$ cat src/rtl/bert_pkg.sv
// -----------------------------------------------------------------------------
// bert_pkg
// Shared definitions for the combined BERT datapath: pattern mode encodings,
// generator seeds, error-total saturation limit and a popcount helper.
// -----------------------------------------------------------------------------
package bert_pkg;

  // Pattern modes carried on ctrl_sig; codes 5..7 behave as MODE_HOLD.
  typedef enum logic [2:0] {
    MODE_HOLD  = 3'd0,
    MODE_CONST = 3'd1,
    MODE_INC   = 3'd2,
    MODE_PRBS8 = 3'd3,
    MODE_ALT   = 3'd4
  } mode_e;

  localparam logic [7:0] PRBS_SEED     = 8'hFF;
  localparam logic [7:0] ALT_SEED      = 8'h55;
  localparam logic [7:0] ERR_SAT_LIMIT = 8'd255;

  // Number of set bits in an 8-bit error mask.
  function automatic logic [3:0] popcount8(input logic [7:0] v);
    logic [3:0] n;
    n = 4'd0;
    for (int i = 0; i < 8; i++) begin
      n = n + {3'd0, v[i]};
    end
    return n;
  endfunction

endpackage

$ cat src/rtl/bert_pattern_gen.sv
// -----------------------------------------------------------------------------
// bert_pattern_gen
// Internal test-word generator. Holds a registered copy of the mode, an 8-bit
// incrementing counter, a PRBS-8 LFSR (x^8+x^6+x^5+x^4+1) and a 0x55/0xAA
// alternator. State advances only on i_tick; a mode change or i_reload
// restores all seeds on the next clock.
//
// Ports:
//   clock      in   system clock, rising edge
//   i_reload   in   synchronous reload of all generator state (used for reset)
//   i_tick     in   advance strobe from the rate divider
//   i_mode     in   [2:0] requested pattern mode
//   i_val      in   [2:0] source of the constant pattern
//   o_pattern  out  [7:0] current generator word
// -----------------------------------------------------------------------------
module bert_pattern_gen
  import bert_pkg::*;
(
  input  logic       clock,
  input  logic       i_reload,
  input  logic       i_tick,
  input  logic [2:0] i_mode,
  input  logic [2:0] i_val,
  output logic [7:0] o_pattern
);

  logic [2:0] r_mode;
  logic [7:0] r_cnt;
  logic [7:0] r_lfsr;
  logic [7:0] r_alt;

  logic       w_mode_change;
  logic       w_feedback;

  assign w_mode_change = (i_mode != r_mode);
  // Fibonacci taps for x^8+x^6+x^5+x^4+1 on a left-shifting register.
  assign w_feedback    = r_lfsr[7] ^ r_lfsr[5] ^ r_lfsr[4] ^ r_lfsr[3];

  // NOTE: sequential state uses non-blocking assignments so every register
  // samples pre-edge values, independent of statement order.
  always_ff @(posedge clock) begin
    // Mode copy tracks the input every clock; on reload it takes the current
    // input so a reset does not look like a mode change afterwards.
    r_mode <= i_mode;
    if (i_reload || w_mode_change) begin
      r_cnt  <= 8'd0;
      r_lfsr <= PRBS_SEED;
      r_alt  <= ALT_SEED;
    end else if (i_tick) begin
      r_cnt  <= r_cnt + 8'd1;
      r_lfsr <= {r_lfsr[6:0], w_feedback};
      r_alt  <= ~r_alt;
    end
  end

  // NOTE: combinational outputs get a default first so no path infers a latch.
  always_comb begin
    o_pattern = 8'h00;
    case (r_mode)
      MODE_CONST: o_pattern = {i_val, i_val, i_val[1:0]};
      MODE_INC:   o_pattern = r_cnt;
      MODE_PRBS8: o_pattern = r_lfsr;
      MODE_ALT:   o_pattern = r_alt;
      default:    o_pattern = 8'h00;
    endcase
  end

endmodule

$ cat src/rtl/combined_bert.sv
// -----------------------------------------------------------------------------
// combined_bert
// Single-clock bit-error-ratio tester. A rate divider produces a one-clock
// tick every wanted_cl_val clocks; on each tick the transmit word (internal
// generator or normal_input) passes through a deterministic error injector,
// is compared against itself, and the error mask, a saturating error-bit
// total and a compared-word count are updated.
//
// Ports:
//   clock          in   system clock, rising edge
//   reset          in   synchronous active-high reset
//   sel            in   1 = internal generator, 0 = normal_input
//   ctrl_sig       in   [2:0] pattern mode
//   val            in   [2:0] injection period control (0 = off), const pattern
//   wanted_cl_val  in   [24:0] clocks per word (0 treated as 1)
//   taps           in   signed [2:0] injected bit position, negative = off
//   normal_input   in   [7:0] external test word
//   error          out  [7:0] error mask of the latest compared word
//   total_error    out  [7:0] saturating errored-bit total
//   count          out  [31:0] compared-word count, wraps
// -----------------------------------------------------------------------------
module combined_bert
  import bert_pkg::*;
(
  input  logic              clock,
  input  logic              reset,
  input  logic              sel,
  input  logic [2:0]        ctrl_sig,
  input  logic [2:0]        val,
  input  logic [24:0]       wanted_cl_val,
  input  logic signed [2:0] taps,
  input  logic [7:0]        normal_input,
  output logic [7:0]        error,
  output logic [7:0]        total_error,
  output logic [31:0]       count
);

  logic [24:0] r_div;
  logic [2:0]  r_idx;
  logic [7:0]  r_error;
  logic [7:0]  r_total;
  logic [31:0] r_count;

  logic [24:0] w_last;
  logic        w_tick;
  logic [7:0]  w_pattern;
  logic [7:0]  w_tx;
  logic        w_inject;
  logic [7:0]  w_mask;
  logic [7:0]  w_rx;
  logic [7:0]  w_err;
  logic [8:0]  w_sum;

  // ---------------------------------------------------------------- divider
  assign w_last = (wanted_cl_val == 25'd0) ? 25'd0 : wanted_cl_val - 25'd1;
  assign w_tick = (r_div == w_last);

  // A count already past a newly lowered terminal restarts without a tick.
  always_ff @(posedge clock) begin
    if (reset) begin
      r_div <= 25'd0;
    end else if (r_div >= w_last) begin
      r_div <= 25'd0;
    end else begin
      r_div <= r_div + 25'd1;
    end
  end

  // -------------------------------------------------------------- generator
  bert_pattern_gen u_pattern_gen (
    .clock     (clock),
    .i_reload  (reset),
    .i_tick    (w_tick),
    .i_mode    (ctrl_sig),
    .i_val     (val),
    .o_pattern (w_pattern)
  );

  assign w_tx = sel ? w_pattern : normal_input;

  // --------------------------------------------------------------- injector
  // Word index runs 0..val, so an injection lands on every (val+1)-th word.
  always_ff @(posedge clock) begin
    if (reset) begin
      r_idx <= 3'd0;
    end else if (w_tick) begin
      r_idx <= (r_idx >= val) ? 3'd0 : r_idx + 3'd1;
    end
  end

  assign w_inject = (val != 3'd0) && (r_idx == val) && !taps[2];
  assign w_mask   = w_inject ? (8'd1 << taps[1:0]) : 8'd0;
  assign w_rx     = w_tx ^ w_mask;

  // ---------------------------------------------------------------- checker
  assign w_err = w_rx ^ w_tx;
  assign w_sum = {1'b0, r_total} + {5'd0, popcount8(w_err)};

  always_ff @(posedge clock) begin
    if (reset) begin
      r_error <= 8'd0;
      r_total <= 8'd0;
      r_count <= 32'd0;
    end else if (w_tick) begin
      r_error <= w_err;
      r_total <= (w_sum > {1'b0, ERR_SAT_LIMIT}) ? ERR_SAT_LIMIT : w_sum[7:0];
      r_count <= r_count + 32'd1;
    end
  end

  assign error       = r_error;
  assign total_error = r_total;
  assign count       = r_count;

endmodule

$ cat config.mk
export PLATFORM = sky130hd
export DESIGN_NAME = combined_bert
export DESIGN_NICKNAME = d
export VERILOG_FILES = /design/src/rtl/bert_pkg.sv /design/src/rtl/bert_pattern_gen.sv /design/src/rtl/combined_bert.sv
export SDC_FILE = /design/constraint.sdc
export NUM_CORES = 1
export LEC_CHECK = 0
export BUFFER_PORTS_ARGS = -buffer_cell sky130_fd_sc_hd__buf_2
export CAP_MARGIN = 0
export CORE_MARGIN = 2
export CORE_UTILIZATION = 50
export DETAILED_ROUTE_END_ITERATION = 10
export PLACE_DENSITY = 0.79
export SETUP_SLACK_MARGIN = 0.15
export SLEW_MARGIN = 20
export SYNTH_ARGS = -nofsm -noshare
export SYNTH_HDL_FRONTEND = slang
export SYNTH_SLANG_ARGS = --single-unit
$ cat constraint.sdc
create_clock -name clock -period 3.8 [get_ports clock]
set_input_delay 0.38 -clock clock [delete_from_list [all_inputs] [get_ports clock]]
set_output_delay 0.38 -clock clock [all_outputs]
set_load 0.03 [all_outputs]
# --- Word-level counts from Yosys, hierarchy flattened ---
# Cells that the tools add are included.
classes:
  reduce_logical: 7
  muxes: 6
  add_sub_neg: 13
  bitwise: 6
  n_shift: 1
  order_cmp: 3
  eq_ne: 7
op_table:
  columns: ["cell", "n"]
  rows:
  - ["32-bit by 1-bit adder with 32-bit output (second input constant)", 1]
  - ["8-bit one-hot mux with 4 select lines", 1]
  - ["25-bit by 1-bit adder with 25-bit output (second input constant)", 1]
  - ["25-bit == test", 1]
  - ["25-bit >= comparator", 1]
  - ["25-bit logical NOT", 1]
  - ["25-bit 2-to-1 mux", 1]
  - ["25-bit by 1-bit subtractor with 25-bit output (second input constant)", 1]
  - ["8-bit 2-to-1 mux", 3]
  - ["4-bit by 1-bit adder with 4-bit output", 4]
  - ["8-bit bitwise XOR", 2]
  - ["8-bit by 4-bit adder with 9-bit output", 1]
  - ["9-bit by 8-bit greater-than comparator with 1-bit output (second input constant)", 1]
  - ["8-bit by 1-bit adder with 8-bit output (second input constant)", 1]
  - ["8-bit inverter", 1]
  - ["1-bit by 2-bit left shift with 8-bit output (first input constant)", 1]
  - ["3-bit by 2-bit == test with 1-bit output (second input constant)", 2]
  - ["3-bit by 1-bit adder with 4-bit output", 1]
  - ["2-bit by 1-bit adder with 3-bit output", 1]
  - ["3-bit by 1-bit adder with 3-bit output (second input constant)", 1]
  - ["3-bit by 1-bit == test with 1-bit output (second input constant)", 1]
  - ["3-bit == test", 1]
  - ["3-bit == test (second input constant)", 1]
  - ["3-bit >= comparator", 1]
  - ["9 further kinds", 12]
word_totals:
  reg_bits: 103
  in_bits: 45

# --- Depth between registers and ports, before layout ---
logic_depth:
  depth_word: 16
  ltp_mapped: 17
  depth_no_buf: 15

# --- Least setup slack after synthesis ---
# OpenSTA, ideal clock, no wires.
synth_path:
  kind: "input -> register"
  start: "input wanted_cl_val[0]"
  end: "register r_total[6], in the netlist total_error[6]"
  t_required_ps: 3709
  path_buffers: 3
  cell_stages: 16
  slack_ps: -258
  t_arrival_ps: 3967
  path_cell_list: "inv_1 > ha_1 > nor3b_1 > nand4_1 > or4_1 > or3_1 > buf_6 > buf_6 > nand2_1 > ha_1 > nand4_1 > or4_1 > buf_2 > nor3_1 > a31oi_1 > a311oi_1"
synth_via:
  elab_chain_len: 3
  word_cells_on_any_way: 4
  cone_classes: "add/sub: 1; eq/ne: 1; mux: 1; reduce/logical: 1"
synth_rtl:
  columns: ["element", "line", "text"]
  rows:
  - ["from (decl)", "combined_bert.sv:30", "input logic [24:0] wanted_cl_val,"]
  - ["25-bit by 1-bit subtractor with 25-bit output / 25-bit logical NOT (equally long branches)", "combined_bert.sv:55", "assign w_last = (wanted_cl_val == 25'd0) ? 25'd0 : wanted_cl_val - 25'd1;"]
  - ["25-bit 2-to-1 mux *", "combined_bert.sv:55", null]
  - ["25-bit == test *", "combined_bert.sv:56", "assign w_tick = (r_div == w_last);"]
  - ["to (signal assigned)", "combined_bert.sv:106", "r_total <= (w_sum > {1'b0, ERR_SAT_LIMIT}) ? ERR_SAT_LIMIT : w_sum[7:0];"]
  - ["to (decl)", "combined_bert.sv:41", "logic [7:0] r_total;"]
# Every way passes the cells marked *; elsewhere a longest branch is shown, timed or not.
# A chain may end at the register's enable or synchronous reset.

# --- Worst setup path in the final report ---
layout_path:
  start: "input wanted_cl_val[5]"
  end: "register r_count[25], in the netlist count[25]"
layout_via:
  elab_chain_len: 3
  word_cells_on_any_way: 4
  cone_classes: "add/sub: 1; eq/ne: 1; mux: 1; reduce/logical: 1"
layout_rtl:
  columns: ["element", "line", "text"]
  rows:
  - ["25-bit by 1-bit subtractor with 25-bit output / 25-bit logical NOT (equally long branches)", "combined_bert.sv:55", null]
  - ["25-bit 2-to-1 mux *", "combined_bert.sv:55", null]
  - ["25-bit == test *", "combined_bert.sv:56", null]
  - ["to (signal assigned)", "combined_bert.sv:107", "r_count <= r_count + 32'd1;"]
  - ["to (decl)", "combined_bert.sv:42", "logic [31:0] r_count;"]
# Marks and branches as above.

==> reports/results.tsv <==
metric	value	unit
RSZ-0062 raised after global routing	true	
total of warnings raised by yosys	0	
hold bufs inserted after CTS	0	
iteration-0 DRC count of the detailed router	439	
count of placed standard cells including taps	797	
standby leakage power	2.73	nW
data arrival time of the critical path	4.24	ns
violated checks	setup timing	
number of library cell types mapped by synthesis	50	
worst setup margin	-0.165	ns
H-Tree Level Count	3	
leading area contributor after synthesis	dfxtp_1	
FF+latch count, synth	72	
global-route wire length before repair	21300	microns
share of final-layout standard cells stronger than drive strength 1	37.2	%
Final min period	3.96	ns
ranking of synthesized cells by area	dfxtp_1, ha_1, xor2_1	
P&R area growth vs syn	44.2	%
TritonCTS clock tree	done	
transition time at the pin with the least slew margin	0.994	ns
Detailed Place HPWL	8620	microns
clock input transition at the sequential cells of the worst setup and hold paths	0.08	ns
Async SR Flop Fraction	0	%
share of the clock period used by the worst path	104	%
areal power density over the cells	250	nW/um^2
worst slew margin relative to its limit	33.7	%
worst-skew pair later-pin latency	0.38	ns
via count of the first global-routing pass	4794	
Top FF cell, synth	dfxtp_1	
total clock buffers created by CTS	9	
number of clock sinks	72	
die span in x	101	microns
setup-violating endpoint count in the final report	20	
number of nets with antenna violations after detailed routing	0	
worst setup skew after layout	0.0172	ns
most frequent cell after synthesis	dfxtp_1	
Max Slew Vio Count	0	
power consumption	1.68	mW
part of the Yosys area used for sequential elements	30.9	%
critical path startpoint category	input pin	
Setup Crit Path Kind	in -> reg	
total global-route track usage	25.4	%
final estimated routing congestion in global placement	0.867	
Net count, final	803	
max-cap viol count	0	
number of I/O pins	93	
core box area	9150	sq um
count of mapped cells out of synthesis	578	
effective utilization at floorplan	51.0	%
maximum number of pins on one net before global-route repair	47	
worst vdd rail ir drop	0.000284	V
remaining global-route overflow	0	
number of vias per cell after detailed routing	6.58	
number of buffers between clock root and the deepest sink	2	
Clk Tree Root Cell	clkbuf_8	
area share of the largest cell type after synthesis	30.9	%
die extent in y	101	microns
via count	5500	
total iterations of the first detailed-routing run	5	
Highest Clock Rate	252	MHz
crit path max fanout	11	
# DRC	0	
aggregate routed wire length	16900	microns
count of placed standard cells in the final layout, fillers left out	836	
class of the tightest hold or removal check	in -> reg	
worst endpoint required time	4.08	ns
Wirelength per Cell	20.2	microns
most used standard cells in the synthesized netlist	dfxtp_1, nand2_1, nor3_1	
number of antenna repair diodes	0	
CP Capture Type	flop	
antenna violations before repair	0	
die footprint	10100	sq um
Post-Synthesis Cell Area	4660	sq um
Rows	35	
count of flip-flops with a built-in enable after synthesis	0	
IO Port Bufs	76	
result of the run	finished with violations	
Final Hold Viols	0	
mean area per synthesized cell	8.07	sq um
-- routing by layer --
metal	vias to the layer above	GRT usage, %	part of all wire, %
met2	344	44.9	50
li1	2395	-	-
met1	2634	30.0	37
met4	0	9.80	6.9
met5	-	0	0
met3	127	5.34	6.7
-- area by class of cell --
class | count | area [sq um]
inverter | 17 | 68.8
tap | 111 | 139
clock inverter | 7 | 103
clock buffer | 9 | 124
fill | 578 | 2430
multi-input combinational | 460 | 3650
sequential | 72 | 1440
timing repair buffer | 160 | 1200
-- cells by family after synthesis --
logic type,count (synthesis),share of synthesized area [%]
XOR/XNOR,54,10.1
adder cells (fa/ha/maj),38,10.5
other,1,0.0804
buffers and inverters,49,4.80
flip-flops,72,30.9
AO/OA/AOI/OAI,93,12.0
AND/OR/NAND/NOR,271,31.6
-- sequential cells by signal, indices dropped and copies added, names as in the netlist --
name         cells
error            4
total_error      8
r_div           25
count           32
r_idx            3
-- metrics by stage --
step                      worst slack (ns)  instance area, sq um  utilization [%]  hold WS, ns  TNS, ns
after floorplan                     -0.121                  4720                -        0.457    -2.26
after global placement              -0.257                  5520             60.3        0.443   -10.58
after detailed placement            -0.409                  5520             60.3        0.448   -17.61
after CTS                           0.0957                  6070             66.4        0.302        0
after global routing                -0.303                  6730             73.5        0.378    -7.35
final                               -0.165                  6730             73.5        0.360   -0.906
-- cell usage in the layout (no fill, tap or decap), types with 4 or more instances in the layout --
master    netlist  layout
a21oi_1        37      33
a31oi_1         9       9
and3_1          9       9
and4_1          7       7
buf_2           2      71
buf_4           4      57
buf_6           3      24
buf_8           0       4
clkbuf_8        0       9
conb_1          1       4
dfxtp_1        72      72
ha_1           36      26
ha_4            0      10
inv_1          17      15
nand2_1        65      52
nand2_2         3      11
nand2_4         0       5
nand2b_1        6       5
nand3_1        31      28
nand4_1        19      19
nor2_1         28      27
nor3_1         45      17
nor3_2          0      13
nor3_4          0      15
nor4_1          7       6
nor4_4          2       4
o21ai_0        18      10
o21ai_1         0       7
o31ai_1        15      13
or3_1          15      12
or4_1          18      12
or4_4           1       7
xnor2_1        25      23
xor2_1         29      29
-- worst max-delay path, stage by stage --
cell     delay [ns]
buf_6          0.10
nor4_4         0.40
nand4_1        0.25
or4_4          0.54
or3_4          0.38
buf_8          0.16
nand2_4        0.06
ha_4           0.15
nand4_1        0.14
buf_4          0.18
nor4_4         0.26
buf_4          0.18
nand4_1        0.12
buf_6          0.18
or4_1          0.52
a21oi_1        0.23
-- report_power, final --
group / leakage, nW / total (mW) / switching [mW] / internal [mW]
Sequential: 0.580 / 0.761 / 0.00482 / 0.757
Clock: 0.116 / 0.719 / 0.340 / 0.379
Combinational: 2.04 / 0.204 / 0.111 / 0.0926
-- final timing paths --
kind	from	to	slack (ns)	depth (start not counted)
max reg2reg	r_idx[0]$_SDFFE_PP0P_	total_error[7]$_SDFFE_PP0P_	0.11	16
max	wanted_cl_val[5]	count[25]$_SDFFE_PP0P_	-0.16	16
min reg2reg	error[3]$_SDFFE_PP0P_	error[3]$_SDFFE_PP0P_	0.48	2
min	taps[1]	error[2]$_SDFFE_PP0P_	0.36	3
-- what timing repair did --
action / in CTS / in global routing
cloned: 3 / 4
setup endpoints to repair: 56 / 71
pin swaps: 11 / 35
buffers inserted: 14 / 2
resized for setup: 42 / 115
(Power assumes the default switching activity.)
